--- src/rtl/spi_slave_pkg.sv ---
// rtl/spi_slave_pkg.sv - register map, STATUS bit positions and FSM states for the SPI slave
package spi_slave_pkg;

    localparam logic [1:0] ADDR_RXDATA = 2'd0;
    localparam logic [1:0] ADDR_TXDATA = 2'd1;
    localparam logic [1:0] ADDR_STATUS = 2'd2;
    localparam logic [1:0] ADDR_RSVD   = 2'd3;

    localparam int STAT_RX_FULL   = 0;
    localparam int STAT_TX_FULL   = 1;
    localparam int STAT_OVERRUN   = 2;
    localparam int STAT_CS_ACTIVE = 3;

    typedef enum logic [1:0] {
        IDLE  = 2'd0,
        LOAD  = 2'd1,
        SHIFT = 2'd2
    } spi_state_t;

endpackage

--- src/rtl/sync_edge_detect.sv ---
// rtl/sync_edge_detect.sv - multi-flop synchronizer with rise/fall pulses on the synchronized level
module sync_edge_detect #(
    parameter int   SYNC_STAGES = 2,
    parameter logic RESET_VAL   = 1'b0
) (
    input  logic CLK_I,
    input  logic reset,
    input  logic din,
    output logic level,
    output logic rise,
    output logic fall
);

    logic [SYNC_STAGES-1:0] sync_q;
    logic                   prev_q;
    logic [SYNC_STAGES:0]   fill_q;

    // Edges are suppressed until the chain holds only post-reset samples, so a
    // line that was already active across reset does not look like a new edge.
    always_ff @(posedge CLK_I) begin
        if (reset) begin
            sync_q <= {SYNC_STAGES{RESET_VAL}};
            prev_q <= RESET_VAL;
            fill_q <= '0;
        end else begin
            sync_q <= {sync_q[SYNC_STAGES-2:0], din};
            prev_q <= sync_q[SYNC_STAGES-1];
            fill_q <= {fill_q[SYNC_STAGES-1:0], 1'b1};
        end
    end

    assign level = sync_q[SYNC_STAGES-1];
    assign rise  = fill_q[SYNC_STAGES] & level & ~prev_q;
    assign fall  = fill_q[SYNC_STAGES] & ~level & prev_q;

endmodule

--- src/rtl/spi_slave_wishbone.sv ---
// rtl/spi_slave_wishbone.sv - mode-0 SPI slave with byte-wide Wishbone register interface
module spi_slave_wishbone
    import spi_slave_pkg::*;
#(
    parameter int         SYNC_STAGES = 2,
    parameter logic [7:0] IDLE_TX     = 8'h00
) (
    input  logic       CLK_I,
    input  logic       reset,
    input  logic       STB_I,
    input  logic       WE_I,
    input  logic [7:0] ADR_I,
    input  logic [7:0] DAT_I,
    output logic [7:0] DAT_O,
    output logic       ACK_O,
    input  logic       sck,
    input  logic       cs,
    input  logic       mosi,
    output logic       miso,
    output logic       irq
);

    spi_state_t state_q, state_d;

    logic       sck_level, sck_rise, sck_fall;
    logic       cs_level, cs_rise, cs_fall;
    logic [SYNC_STAGES-1:0] mosi_q;
    logic       mosi_s;

    logic [7:0] shift_q;
    logic       rx_bit_q;
    logic [2:0] bit_cnt_q;
    logic       reload_q;
    logic [7:0] rx_data_q;
    logic [7:0] tx_hold_q;
    logic       rx_full_q, tx_full_q, overrun_q;

    logic       load_shift, shift_step, sample, frame_done;
    logic [7:0] frame_byte;
    logic       wb_acc, rd_rx, wr_tx, wr_stat;
    logic [1:0] adr;
    logic [7:0] status, rd_mux;
    logic       unused_bits;

    sync_edge_detect #(.SYNC_STAGES(SYNC_STAGES), .RESET_VAL(1'b0)) u_sck_sync (
        .CLK_I (CLK_I),
        .reset (reset),
        .din   (sck),
        .level (sck_level),
        .rise  (sck_rise),
        .fall  (sck_fall)
    );

    sync_edge_detect #(.SYNC_STAGES(SYNC_STAGES), .RESET_VAL(1'b1)) u_cs_sync (
        .CLK_I (CLK_I),
        .reset (reset),
        .din   (cs),
        .level (cs_level),
        .rise  (cs_rise),
        .fall  (cs_fall)
    );

    // mosi gets the same depth as sck so the sampled bit lines up with the detected rise
    always_ff @(posedge CLK_I) begin
        if (reset) begin
            mosi_q <= '0;
        end else begin
            mosi_q <= {mosi_q[SYNC_STAGES-2:0], mosi};
        end
    end
    assign mosi_s = mosi_q[SYNC_STAGES-1];

    assign adr     = ADR_I[1:0];
    assign wb_acc  = STB_I & ~ACK_O;
    assign rd_rx   = wb_acc & ~WE_I & (adr == ADDR_RXDATA);
    assign wr_tx   = wb_acc & WE_I & (adr == ADDR_TXDATA);
    assign wr_stat = wb_acc & WE_I & (adr == ADDR_STATUS);

    assign unused_bits = &{1'b0, ADR_I[7:2], sck_level};

    always_comb begin
        status                 = 8'h00;
        status[STAT_RX_FULL]   = rx_full_q;
        status[STAT_TX_FULL]   = tx_full_q;
        status[STAT_OVERRUN]   = overrun_q;
        status[STAT_CS_ACTIVE] = ~cs_level;
    end

    always_comb begin
        rd_mux = 8'h00;
        case (adr)
            ADDR_RXDATA: rd_mux = rx_data_q;
            ADDR_STATUS: rd_mux = status;
            ADDR_RSVD:   rd_mux = 8'h00;
            default:     rd_mux = 8'h00;
        endcase
    end

    always_comb begin
        state_d    = state_q;
        load_shift = 1'b0;
        shift_step = 1'b0;
        sample     = 1'b0;
        case (state_q)
            IDLE: begin
                if (cs_fall) state_d = LOAD;
            end
            LOAD: begin
                load_shift = 1'b1;
                state_d    = cs_rise ? IDLE : SHIFT;
            end
            SHIFT: begin
                if (cs_rise) begin
                    state_d = IDLE;
                end else begin
                    sample = sck_rise;
                    if (sck_fall) begin
                        load_shift = reload_q;
                        shift_step = ~reload_q;
                    end
                end
            end
            default: state_d = IDLE;
        endcase
    end

    // The incoming bit waits in rx_bit_q until the falling edge, so the outgoing
    // bit in shift_q[0] is not overwritten before it reaches shift_q[7].
    assign frame_done = sample & (bit_cnt_q == 3'd7);
    assign frame_byte = {shift_q[6:0], mosi_s};

    always_ff @(posedge CLK_I) begin
        if (reset) begin
            state_q   <= IDLE;
            shift_q   <= 8'h00;
            rx_bit_q  <= 1'b0;
            bit_cnt_q <= 3'd0;
            reload_q  <= 1'b0;
        end else begin
            state_q <= state_d;
            if (load_shift) begin
                shift_q   <= tx_full_q ? tx_hold_q : IDLE_TX;
                bit_cnt_q <= 3'd0;
                reload_q  <= 1'b0;
            end else if (shift_step) begin
                shift_q <= {shift_q[6:0], rx_bit_q};
            end
            if (sample) begin
                rx_bit_q  <= mosi_s;
                bit_cnt_q <= bit_cnt_q + 3'd1;
                if (bit_cnt_q == 3'd7) reload_q <= 1'b1;
            end
        end
    end

    // A write that lands on the consuming load still sets tx_full afterwards.
    always_ff @(posedge CLK_I) begin
        if (reset) begin
            tx_hold_q <= 8'h00;
            tx_full_q <= 1'b0;
        end else begin
            if (wr_tx) tx_hold_q <= DAT_I;
            if (wr_tx) begin
                tx_full_q <= 1'b1;
            end else if (load_shift && tx_full_q) begin
                tx_full_q <= 1'b0;
            end
        end
    end

    always_ff @(posedge CLK_I) begin
        if (reset) begin
            rx_data_q <= 8'h00;
            rx_full_q <= 1'b0;
            overrun_q <= 1'b0;
        end else begin
            if (frame_done && (!rx_full_q || rd_rx)) begin
                rx_data_q <= frame_byte;
                rx_full_q <= 1'b1;
            end else if (rd_rx) begin
                rx_full_q <= 1'b0;
            end
            if (frame_done && rx_full_q && !rd_rx) begin
                overrun_q <= 1'b1;
            end else if (wr_stat && DAT_I[STAT_OVERRUN]) begin
                overrun_q <= 1'b0;
            end
        end
    end

    always_ff @(posedge CLK_I) begin
        if (reset) begin
            ACK_O <= 1'b0;
            DAT_O <= 8'h00;
        end else begin
            ACK_O <= wb_acc;
            DAT_O <= (wb_acc && !WE_I) ? rd_mux : 8'h00;
        end
    end

    assign miso = (state_q != IDLE) ? shift_q[7] : 1'b0;
    assign irq  = rx_full_q | overrun_q;

endmodule

--- config.mk ---
export PLATFORM = sky130hd
export DESIGN_NAME = spi_slave_wishbone
export DESIGN_NICKNAME = d
export VERILOG_FILES = /design/src/rtl/spi_slave_pkg.sv /design/src/rtl/sync_edge_detect.sv /design/src/rtl/spi_slave_wishbone.sv
export SDC_FILE = /design/constraint.sdc
export NUM_CORES = 1
export LEC_CHECK = 0
export ABC_AREA = 0
export CAP_MARGIN = 25
export CORE_MARGIN = 2
export CORE_UTILIZATION = 52
export CTS_CLUSTER_SIZE = 16
export DETAILED_ROUTE_END_ITERATION = 12
export MAX_ROUTING_LAYER = met4
export PLACE_DENSITY = 0.78
export SLEW_MARGIN = 25
export SYNTH_ARGS = -nofsm -noshare
export SYNTH_HDL_FRONTEND = slang
export SYNTH_SLANG_ARGS = --single-unit
--- constraint.sdc ---
create_clock -name CLK_I -period 2.4 [get_ports CLK_I]
set_input_delay 0.36 -clock CLK_I [delete_from_list [all_inputs] [get_ports CLK_I]]
set_output_delay 0.36 -clock CLK_I [all_outputs]
set_load 0.02 [all_outputs]
# --- Word-level counts from Yosys, hierarchy flattened ---
# Index checks and enable logic that the tools add are counted.
classes:
  add_sub_neg: 1
  eq_ne: 7
  n_mux: 30
  bitwise_logic: 24
  reduce_logical: 20
op_table:
  columns: ["op", "count"]
  rows:
  - ["$mux 8", 3]
  - ["$mux 1", 19]
  - ["$pmux 8 s2", 1]
  - ["$and 1x1->1", 15]
  - ["$reduce_bool 2->1", 6]
  - ["$not 1->1", 8]
  - ["$logic_and 1x1->1", 6]
  - ["$mux 2", 3]
  - ["$mux 3", 2]
  - ["$pmux 2 s3", 1]
  - ["$eq 2x1->1 const B", 2]
  - ["$eq 2x2->1 const B", 2]
  - ["$logic_not 2->1", 2]
  - ["$ne 2x2->1 const B", 2]
  - ["$add 3x1->3 const B", 1]
  - ["$eq 3x3->1 const B", 1]
  - ["$logic_not 1->1", 3]
  - ["$pmux 1 s2", 1]
  - ["$reduce_and 2->1", 1]
  - ["$reduce_or 2->1", 1]
  - ["$logic_or 1x1->1", 1]
  - ["$or 1x1->1", 1]
word_totals:
  ff_bits: 57
  output_inout_bits: 11
  elab_cells: 103

# --- Depth between registers and ports, before layout ---
# Gate-level depths: netlist of the first run.
logic_depth:
  word_depth: 9
  ltp_mapped: 7
  depth_no_buf: 6

# --- Hierarchy ---
# A second synthesis of the first run with hierarchy kept.
unflattened:
  hier_cells: 281
  hier_area_um2: 2638.8
modules_own_cells:
  columns: ["module", "n_inst", "cells_per_inst", "area_each_um2", "seq_area_each_um2"]
  rows:
  - ["spi_slave_wishbone", 1, 253, 2293.4, 900.9]
  - ["sync_edge_detect", 2, 14, 172.7, 120.1]

# --- Worst setup path after synthesis of the first run ---
# OpenSTA, ideal clock, no wires.
synth_path:
  kind: "reg-to-reg"
  from: "reg state_q[0]"
  to: "reg shift_q[7]"
  setup_time_ns: 0.119
  arrival_time_ns: 1.622
  required_time_ns: 2.281
  setup_slack_ns: 0.659
  stages_incl_launch_ff: 8
  n_path_buf: 1
  period_less_slack_ns: 1.741
  cell_sequence: "dfxtp_1 > inv_1 > ha_1 > and2_1 > or2_2 > buf_1 > a2bb2oi_1 > o221a_2"
synth_via:
  elab_chain_len: 3
  elab_cells_between_ends: 6
synth_lines:
  columns: ["element", "line", "source"]
  rows:
  - ["start, declared", "spi_slave_wishbone.sv:23", "spi_state_t state_q, state_d;"]
  - ["start signal, assigned", "spi_slave_wishbone.sv:140", "state_q <= state_d;"]
  - ["$eq 2x2->1 / $eq 2x1->1 (equally long branches)", "spi_slave_wishbone.sv:104", "case (state_q)"]
  - ["$pmux 1 s2 / $mux 1 (equally long branches)", "spi_slave_wishbone.sv:104", null]
  - ["$mux 8 / $reduce_bool 2->1 (equally long branches)", null, null]
  - ["end signal, assigned", "spi_slave_wishbone.sv:142", "shift_q <= tx_full_q ? tx_hold_q : IDLE_TX;"]
  - ["end signal, assigned", "spi_slave_wishbone.sv:146", "shift_q <= {shift_q[6:0], rx_bit_q};"]
  - ["end, declared", "spi_slave_wishbone.sv:30", "logic [7:0] shift_q;"]
# Parallel ways exist; a longest one is shown, timed or not.
# A chain may end at the register's enable or synchronous reset.

# --- Worst setup path after layout of the first run ---
layout_path:
  from: "reg state_q[0]"
  to: "out miso"
layout_via:
  elab_chain_len: 2
layout_lines:
  columns: ["element", "line", "source"]
  rows:
  - ["$reduce_bool 2->1", "spi_slave_wishbone.sv:201", "assign miso = (state_q != IDLE) ? shift_q[7] : 1'b0;"]
  - ["$mux 1", "spi_slave_wishbone.sv:201", null]
  - ["end, declared", "spi_slave_wishbone.sv:19", "output logic miso,"]
# No other way between the ends.

==> results.py, run 1 <==
metrics = {
    "global_routing": {
        "grt_use_met1_pct": 27.2,
        "grt_pass1_vias": 1469,
        "grt_use_total_pct": 20.6,
        "busiest_layer": "met2",
        "antenna_found_initial": 0,
        "grt_max_degree": 30,
        "grt_use_met2_pct": 30.5,
        "grt.overflow.total": 0,
        "grt_pass1_wl_um": 7000,
        "grtUsageMet3_pct": 4.87,
    },
    "synth": {
        "synth_simple_gate_area_share_pct": 19.0,
        "ys_top_cells_by_area": "dfxtp_1, mux2i_1, nand2_1",
        "synthFlopType": "dfxtp_1",
        "synth_cells": 215,
        "synth-compound-area-share_pct": 15.4,
        "avgSynthCellArea_sq_um": 10.2,
        "netlist.area_leader.share_pct": 49.4,
        "async_flop_share_pct": 0,
        "synth_edf_count": 0,
        "synth_top_cell_by_area": "dfxtp_1",
        "yosysSeqAreaShare_pct": 49.4,
        "synth_xor_area_share_pct": 0,
        "synth_top_family_by_area": "simple AND/OR/NAND/NOR gates",
        "ys_ff_latch": 54,
        "synth.most_common_cell": "dfxtp_1",
        "syn_area_sq_mm": 0.00219,
        "netlist_top_cells_count": "dfxtp_1, nand2_1, mux2i_1",
        "synth_warnings": 0,
        "synthAdderAreaFrac_pct": 2.86,
        "synthesis.nets": 243,
        "synth_cell_type_count": 41,
        "synth_mux_area_share_pct": 9.67,
    },
    "pwr": {
        "peakVddDrop_mv": 0.433,
        "power_density_mw_per_mm2": 585,
        "power_frac_seq_pct": 60.7,
        "p_int_mw": 1.19,
        "switching_share_pct": 21.3,
        "power_frac_comb_pct": 5.5,
        "p_clk_share_pct": 33.8,
        "switchingPower_mw": 0.321,
        "leakagePower_nw": 0.984,
    },
    "cts": {
        "htree_levels": 2,
        "ctsHoldBuffers": 0,
        "clk_pin_slew_ns": 0.09,
        "cts_tree": "yes",
        "post-cts-setup-buffers": 0,
        "clock_path_buffers": 2,
        "postCtsResizedCells": 0,
        "cts_root_buf": "clkbuf_8",
        "cts.sinks": 54,
        "cts_made_buffers": 5,
        "clock_latency_ns": 0.30,
    },
    "route": {
        "totalWireLength_um": 4070,
        "drtIter0Drc": 75,
        "wire_per_inst_um": 14.0,
        "vias_per_cell": 5.43,
        "drc": 0,
        "dr_total_vias": 1575,
        "first_pass_iters": 4,
        "ant_nets": 0,
    },
    "setup_path": {
        "worstPathRequired_ns": 2.04,
        "r2r-end": "shift_q[1]",
        "crit_fanout": 3,
        "cp-end-kind": "output port",
        "reg2reg_from": "state_q[0]",
        "r2r_slack_ns": 0.40,
        "start_kind": "register",
        "critical_path_arrival_ns": 1.67,
        "reg2reg_depth": 6,
        "crit_type": "register to output port",
    },
    "hold_path": {
        "hold_path_end": "u_cs_sync.sync_q[1]",
        "holdPathStages": 1,
        "worstHoldStart": "u_cs_sync.sync_q[0]",
        "min_path_type": "register to register",
    },
    "timing": {
        "rsz0062_at_grt": "no",
        "hold_viol": 0,
        "setup_tns_ns": 0,
        "period_share_pct": 84.5,
        "finalSetupViolCount": 0,
        "fmax_ghz": 0.493,
        "tightest_slew_ns": 0.510,
        "max_slew_margin_pct": 66.0,
        "finClkSkew_ns": 0.00558,
        "holdWs_ns": 0.429,
        "period_minus_slack_ns": 2.03,
        "maxSlewViolCount": 0,
    },
    "die": {
        "fp.dieArea_sq_mm": 0.00474,
        "fp.coreArea_sq_mm": 0.00403,
        "initial_core_util_pct": 54.3,
        "die_y_um": 68.9,
        "num_rows": 23,
        "ios": 34,
        "die_w_um": 68.9,
    },
    "placement": {
        "dp_hpwl_um": 2770,
        "detailed_place.area_sq_mm": 0.00249,
        "port_buffers": 27,
        "place_congestion": 0.798,
    },
    "cells_and_area": {
        "fillerInstances": 335,
        "multiInputGateArea_sq_mm": 0.00103,
        "synthToLayoutAreaGrowth_pct": 17.8,
        "seq_area_sq_mm": 0.00108,
        "drive_gt1_share_pct": 14.6,
        "antenna_cells_inserted": 0,
        "finalInstanceArea_sq_mm": 0.00258,
        "fin_nets": 267,
    },
    "job": {
        "max_cap_violations": 0,
    },
    "status": {
        "status": "finished clean",
    },
}
## worst max-delay path by stage
stage                     startpoint            to  slack (ns)
after detailed placement    ADR_I[1]  rx_data_q[6]        0.38
after global placement      ADR_I[1]  rx_data_q[7]        0.43
final                     state_q[0]          miso        0.37
after global routing      state_q[0]          miso        0.29
after CTS                 state_q[0]          miso        0.37
after floorplan           state_q[0]    shift_q[7]        0.66
## cell type report
cell class	instances	area share, %
Sequential cell	54	41.9
Multi-Input combinational cell	143	39.9
Timing Repair Buffer	31	11.7
Clock buffer	7	3.35
Tap cell	50	2.43
Inverter	4	0.583
Clock inverter	1	0.194
## worst max-delay path, cell delays in order, from the launching register on
cell and delay (ns):
dfxtp_1 0.37, inv_1 0.07, ha_1 0.21, nor2b_1 0.11, clkdlybuf4s50_1 0.61
## layer usage
layer,part of all wire (%),vias to the layer above
li1,-,801
met1,49,725
met2,44,45
met3,5.2,4
met4,1.6,0
met5,0,-
## per-stage QoR
step	utilization, %	worst slack, ns	cells	total power [mW]
floorplan	-	0.659	215	0.977
global placement	61.7	0.429	282	1.02
detailed placement	61.7	0.383	282	1.02
CTS	64.0	0.367	290	1.52
global route	64.0	0.286	290	1.58
finish	64.0	0.371	290	1.51
## sequential cells by signal, indices dropped and copies added, names as in the netlist, 2 cells and up
name	flops
rx_data_q	8
u_sck_sync.sync_q	2
tx_hold_q	8
u_sck_sync.fill_q	3
state_q	2
DAT_O	8
shift_q	8
bit_cnt_q	3
mosi_q	2
u_cs_sync.sync_q	2
## power groups by stage
stage,sequential (mW),clock (mW),combinational [mW]
5_1_grt,0.918,0.569,0.0912
6_report,0.915,0.509,0.0827
3_3_place_gp,0.936,0,0.0811
2_1_floorplan,0.935,0,0.0422
4_1_cts,0.916,0.524,0.0830
3_5_place_dp,0.936,0,0.0826
## cells by family (layout without fill, tap and decap cells)
group                      after synthesis  count (layout)
and+or+nand+nor                         77              77
DFF                                     54              54
AOI/OAI and AO/OA                       40              40
muxes                                   21              21
buffers and inverters                   18              43
adders and majority gates                5               5
## cell usage in the layout, fill, tap and decap left out, drive strengths merged, types with 5 or more instances in the layout
cell type	Yosys	layout
nor2b	9	9
or2	5	5
nor2	16	16
a21oi	11	11
clkbuf	6	7
o221a	8	8
clkdlybuf4s50	0	27
a2bb2oi	8	8
and2	7	7
dfxtp	54	54
mux2i	20	20
ha	5	5
nand2	27	27
No activity file was read; power rests on OpenSTA's default activity.
==> run 2: changes to the inputs <==
--- a/config.mk
+++ b/config.mk
@@ -8,11 +8,11 @@
 export ABC_AREA = 0
 export CAP_MARGIN = 25
 export CORE_MARGIN = 2
-export CORE_UTILIZATION = 52
+export CORE_UTILIZATION = 47
 export CTS_CLUSTER_SIZE = 16
 export DETAILED_ROUTE_END_ITERATION = 12
 export MAX_ROUTING_LAYER = met4
-export PLACE_DENSITY = 0.78
+export PLACE_DENSITY = 0.74
 export SLEW_MARGIN = 25
 export SYNTH_ARGS = -nofsm -noshare
 export SYNTH_HDL_FRONTEND = slang
==> constraint.sdc (replaced) <==
create_clock -name CLK_I -period 1.76 [get_ports CLK_I]
set_input_delay 0.264 -clock CLK_I [delete_from_list [all_inputs] [get_ports CLK_I]]
set_output_delay 0.264 -clock CLK_I [all_outputs]
set_load 0.02 [all_outputs]
==> results.py, run 2 (same netlist as run 1, synthesis figures left out) <==
metrics = {
    "global_routing": {
        "grt_max_degree": 21,
        "grt_pass1_vias": 1608,
        "antenna_found_initial": 0,
        "grt_use_total_pct": 17.8,
        "grt.overflow.total": 0,
        "grt_pass1_wl_um": 7070,
    },
    "route": {
        "vias_per_cell": 5.37,
        "drtIter0Drc": 72,
        "highest_layer": "met4",
        "drc": 0,
        "ant_nets": 0,
        "first_pass_iters": 4,
        "wl_met2_um": 1870,
        "wl_met3_um": 172,
        "wire_per_inst_um": 13.2,
        "wl_met1_um": 1900,
        "totalWireLength_um": 4030,
        "dr_total_vias": 1637,
    },
    "cts": {
        "cts_made_buffers": 5,
        "cts_tree": "yes",
        "clk_pin_slew_ns": 0.10,
        "clock_latency_ns": 0.31,
        "htree_levels": 2,
        "cts.sinks": 54,
        "cts_root_buf": "clkbuf_8",
        "clock_path_buffers": 2,
    },
    "cells_and_area": {
        "fin_nets": 280,
        "drive_gt1_share_pct": 20.6,
        "synthToLayoutAreaGrowth_pct": 23.4,
        "final_common_cell": "dfxtp_1",
        "layout_common_cells": "dfxtp_1, nand2_1, clkdlybuf4s50_1",
        "antenna_cells_inserted": 0,
    },
    "timing": {
        "setup_tns_ns": 0,
        "fin_ws_ns": 0.0751,
        "finalSetupViolCount": 0,
        "period_share_pct": 95.7,
        "max_slew_margin_pct": 76.1,
        "tightest_slew_ns": 0.358,
        "period_minus_slack_ns": 1.68,
        "finClkSkew_ns": 0.00835,
        "hold_viol": 0,
        "fmax_ghz": 0.594,
        "maxSlewViolCount": 0,
    },
    "setup_path": {
        "crit_fanout": 8,
        "cp-end-kind": "register",
        "worstPathRequired_ns": 1.97,
        "critical_path_arrival_ns": 1.90,
        "start_kind": "register",
        "crit_type": "register to register",
    },
    "die": {
        "die_y_um": 72.2,
        "initial_core_util_pct": 49.5,
        "fp.coreArea_sq_mm": 0.00441,
        "num_rows": 24,
        "die_w_um": 72.2,
        "ios": 34,
        "fp.dieArea_sq_mm": 0.00522,
    },
    "placement": {
        "port_buffers": 27,
        "dp_hpwl_um": 2810,
        "place_congestion": 0.805,
        "dp_slack_ns": -0.0575,
    },
    "job": {
        "max_cap_violations": 0,
    },
    "pwr": {
        "peakVddDrop_mv": 0.414,
        "leakagePower_nw": 1.08,
        "power_density_mw_per_mm2": 768,
    },
    "status": {
        "status": "finished clean",
    },
    "hold_path": {
        "min_path_type": "register to register",
    },
}
run 2: final cells by class:
| cell class | instances | area [sq um] |
|---|---|---|
| tap | 52 | 65.1 |
| timing repair buffer | 44 | 399 |
| sequential | 54 | 1080 |
| multi-input combinational | 143 | 1040 |
| fill | 416 | 1720 |
| clock buffer | 5 | 68.8 |
| clock inverter | 3 | 25.0 |
| inverter | 4 | 15.0 |
run 2: path summary, 6_finish.rpt:
check / from / endpoint / slack [ns] / cells past startpoint
setup / recovery: state_q[1] / shift_q[7] / 0.08 / 6
hold reg to reg: u_cs_sync.sync_q[0] / u_cs_sync.sync_q[1] / 0.42 / 1
setup reg to reg: state_q[1] / shift_q[7] / 0.08 / 6
hold / removal: u_cs_sync.sync_q[0] / u_cs_sync.sync_q[1] / 0.42 / 1
run 2: what timing repair did:
item / in CTS / in global routing
buffers inserted: 1 / 2
hold buffers: 0 / 0
setup endpoints to repair: 17 / 22
pin swaps: 1 / 1
gates resized for setup: 3 / 5
gates cloned: 0 / 0
run 2: worst max-delay path: stages (launching register included):
cell and delay [ns]:
dfxtp_1 0.35, inv_1 0.07, ha_1 0.30, and2_1 0.19, or2_4 0.29, a2bb2oi_1 0.14
o221a_2 0.25
run 2: metrics by stage:
| stage | power (mW) | hold slack (ns) | cells | util, % | area, sq um |
|---|---|---|---|---|---|
| final | 2.07 | 0.421 | 305 | 61.1 | 2700 |
| after global routing | 2.15 | 0.433 | 305 | 61.1 | 2700 |
| after CTS | 2.09 | 0.422 | 303 | 60.5 | 2670 |
| after detailed placement | 1.40 | 0.396 | 294 | 58.1 | 2560 |
| after global placement | 1.39 | 0.392 | 294 | 58.1 | 2560 |
| after floorplan | 1.33 | 0.368 | 215 | - | 2190 |
run 2: layer usage:
metal	vias to the layer above	track usage (%)
li1	828	-
met1	757	21.9
met2	43	27.7
met3	9	3.89
met4	0	8.60
met5	-	-
run 2: power breakdown:
part	leakage [nW]	total, mW	switching (mW)	internal (mW)
Combinational	0.597	0.120	0.0526	0.0673
Clock	0.0447	0.704	0.417	0.288
Sequential	0.438	1.25	0.00964	1.24
Total	1.08	2.07	0.479	1.59
==> run 3: changes to the inputs <==
--- a/config.mk
+++ b/config.mk
@@ -6,11 +6,12 @@
 export NUM_CORES = 1
 export LEC_CHECK = 0
 export ABC_AREA = 0
-export CAP_MARGIN = 25
 export CORE_MARGIN = 2
 export CORE_UTILIZATION = 47
+export CTS_CLUSTER_DIAMETER = 80
 export CTS_CLUSTER_SIZE = 16
 export DETAILED_ROUTE_END_ITERATION = 12
+export GPL_TIMING_DRIVEN = 0
 export MAX_ROUTING_LAYER = met4
 export PLACE_DENSITY = 0.74
 export SLEW_MARGIN = 25
==> results.py, run 3 (same netlist as run 1, synthesis figures left out) <==
metrics = {
    "status": {
        "status": "finished clean",
    },
    "cells_and_area": {
        "drive_gt1_share_pct": 18.3,
        "final_common_cell": "dfxtp_1",
        "layout_common_cells": "dfxtp_1, nand2_1, clkdlybuf4s50_1",
        "antenna_cells_inserted": 0,
        "fin_nets": 273,
        "synthToLayoutAreaGrowth_pct": 21.1,
        "instances_no_fill": 298,
        "finalInstanceArea_sq_mm": 0.00265,
    },
    "cts": {
        "clock_path_buffers": 2,
        "clock_latency_ns": 0.32,
        "cts_root_buf": "clkbuf_8",
        "cts_tree": "yes",
        "htree_levels": 2,
        "cts_made_buffers": 5,
        "cts.sinks": 54,
        "clk_pin_slew_ns": 0.10,
    },
    "route": {
        "drtIter0Drc": 131,
        "ant_nets": 0,
        "vias_per_cell": 5.34,
        "first_pass_iters": 5,
        "wire_per_inst_um": 13.6,
        "totalWireLength_um": 4050,
        "dr_total_vias": 1590,
        "drc": 0,
    },
    "timing": {
        "tightest_slew_ns": 0.516,
        "finClkSkew_ns": 0.00828,
        "maxSlewViolCount": 0,
        "hold_viol": 0,
        "holdWs_ns": 0.275,
        "fmax_ghz": 0.591,
        "period_share_pct": 96.1,
        "finalSetupViolCount": 0,
        "period_minus_slack_ns": 1.69,
        "max_slew_margin_pct": 65.6,
        "rsz0062_at_grt": "yes",
        "setup_tns_ns": 0,
    },
    "die": {
        "fp.coreArea_sq_mm": 0.00441,
        "ios": 34,
        "initial_core_util_pct": 49.5,
        "fp.dieArea_sq_mm": 0.00522,
        "num_rows": 24,
        "die_w_um": 72.2,
        "die_y_um": 72.2,
    },
    "setup_path": {
        "r2r_slack_ns": 0.07,
        "crit_fanout": 4,
        "reg2reg_from": "state_q[0]",
        "crit_type": "register to register",
        "critical_path_arrival_ns": 1.90,
        "reg2reg_depth": 7,
        "cp-end-kind": "register",
        "worstPathRequired_ns": 1.97,
        "crit_end": "bit_cnt_q[0]",
        "start_kind": "register",
        "startpoint": "state_q[0]",
        "r2r-end": "bit_cnt_q[0]",
    },
    "hold_path": {
        "min_path_type": "primary input to register",
    },
    "pwr": {
        "power_density_mw_per_mm2": 787,
        "peakVddDrop_mv": 0.466,
        "leakagePower_nw": 1.02,
    },
    "global_routing": {
        "grt_pass1_vias": 1509,
        "grt_use_total_pct": 17.7,
        "grt_max_degree": 20,
        "antenna_found_initial": 0,
        "grt_pass1_wl_um": 6940,
        "grt.overflow.total": 0,
    },
    "job": {
        "max_cap_violations": 0,
    },
    "placement": {
        "dp_hpwl_um": 2820,
        "port_buffers": 25,
        "placed_cells": 292,
        "place_congestion": 0.848,
        "detailed_place.area_sq_mm": 0.00250,
    },
}
run 3: area by class of cell:
class	instances	area [sq um]
plain buffers	11	56.3
inverters	4	15.0
repair buffers	26	259
multi-input cells	143	1070
clock inverters	3	26.3
clock buffers	5	68.8
flip-flops and latches	54	1080
well taps	52	65.1
fillers	393	1770
run 3: how the worst min path moves through the flow:
stage	to	startpoint	slack, ns	cells after the start
final	DAT_O[3]	ADR_I[1]	0.28	2
after detailed placement	u_cs_sync.sync_q[1]	u_cs_sync.sync_q[0]	0.41	1
after global routing	DAT_O[3]	ADR_I[1]	0.30	2
after floorplan	u_cs_sync.sync_q[0]	cs	0.37	1
after global placement	u_cs_sync.sync_q[1]	u_cs_sync.sync_q[0]	0.39	1
after CTS	DAT_O[3]	ADR_I[1]	0.27	2
run 3: worst max-delay path, cell delays in order (launching register included):
cell       delay (ns)
dfxtp_2          0.34
inv_1            0.11
ha_2             0.21
nand2_2          0.10
nor4b_4          0.29
buf_4            0.20
a2111oi_4        0.05
mux2_4           0.28
run 3: routing by layer:
metal,share of wire [%],wire length [um],up-vias,GRT usage [%]
li1,-,-,815,-
met1,49,1970,719,22.8
met2,44,1790,48,26.3
met3,5.5,223,8,5.00
met4,1.9,75,0,7.13
met5,0,0,-,-
run 3: what timing repair did:
item | in CTS | in global routing
gates resized for setup | 9 | 7
hold buffers | 0 | 0
setup buffers | 1 | 0
pin swaps | 2 | 2
endpoints found under the setup margin | 21 | 18
run 3: where the power goes:
part	leakage (nW)	internal [mW]	switching, mW	total (mW)
Combinational	0.535	0.0575	0.0555	0.113
Clock	0.0491	0.293	0.430	0.724
Sequential	0.439	1.24	0.00833	1.25
Total	1.02	1.59	0.494	2.08
run 3: metrics by stage:
stage                     setup WS [ns]  total power [mW]  utilization [%]
after CTS                        0.0255              2.09             59.4
after global routing            -0.0119              2.16             60.0
after floorplan                  0.0191              1.33                -
after global placement           -0.129              1.38             56.7
final                            0.0688              2.08             60.0
after detailed placement         -0.155              1.39             56.7
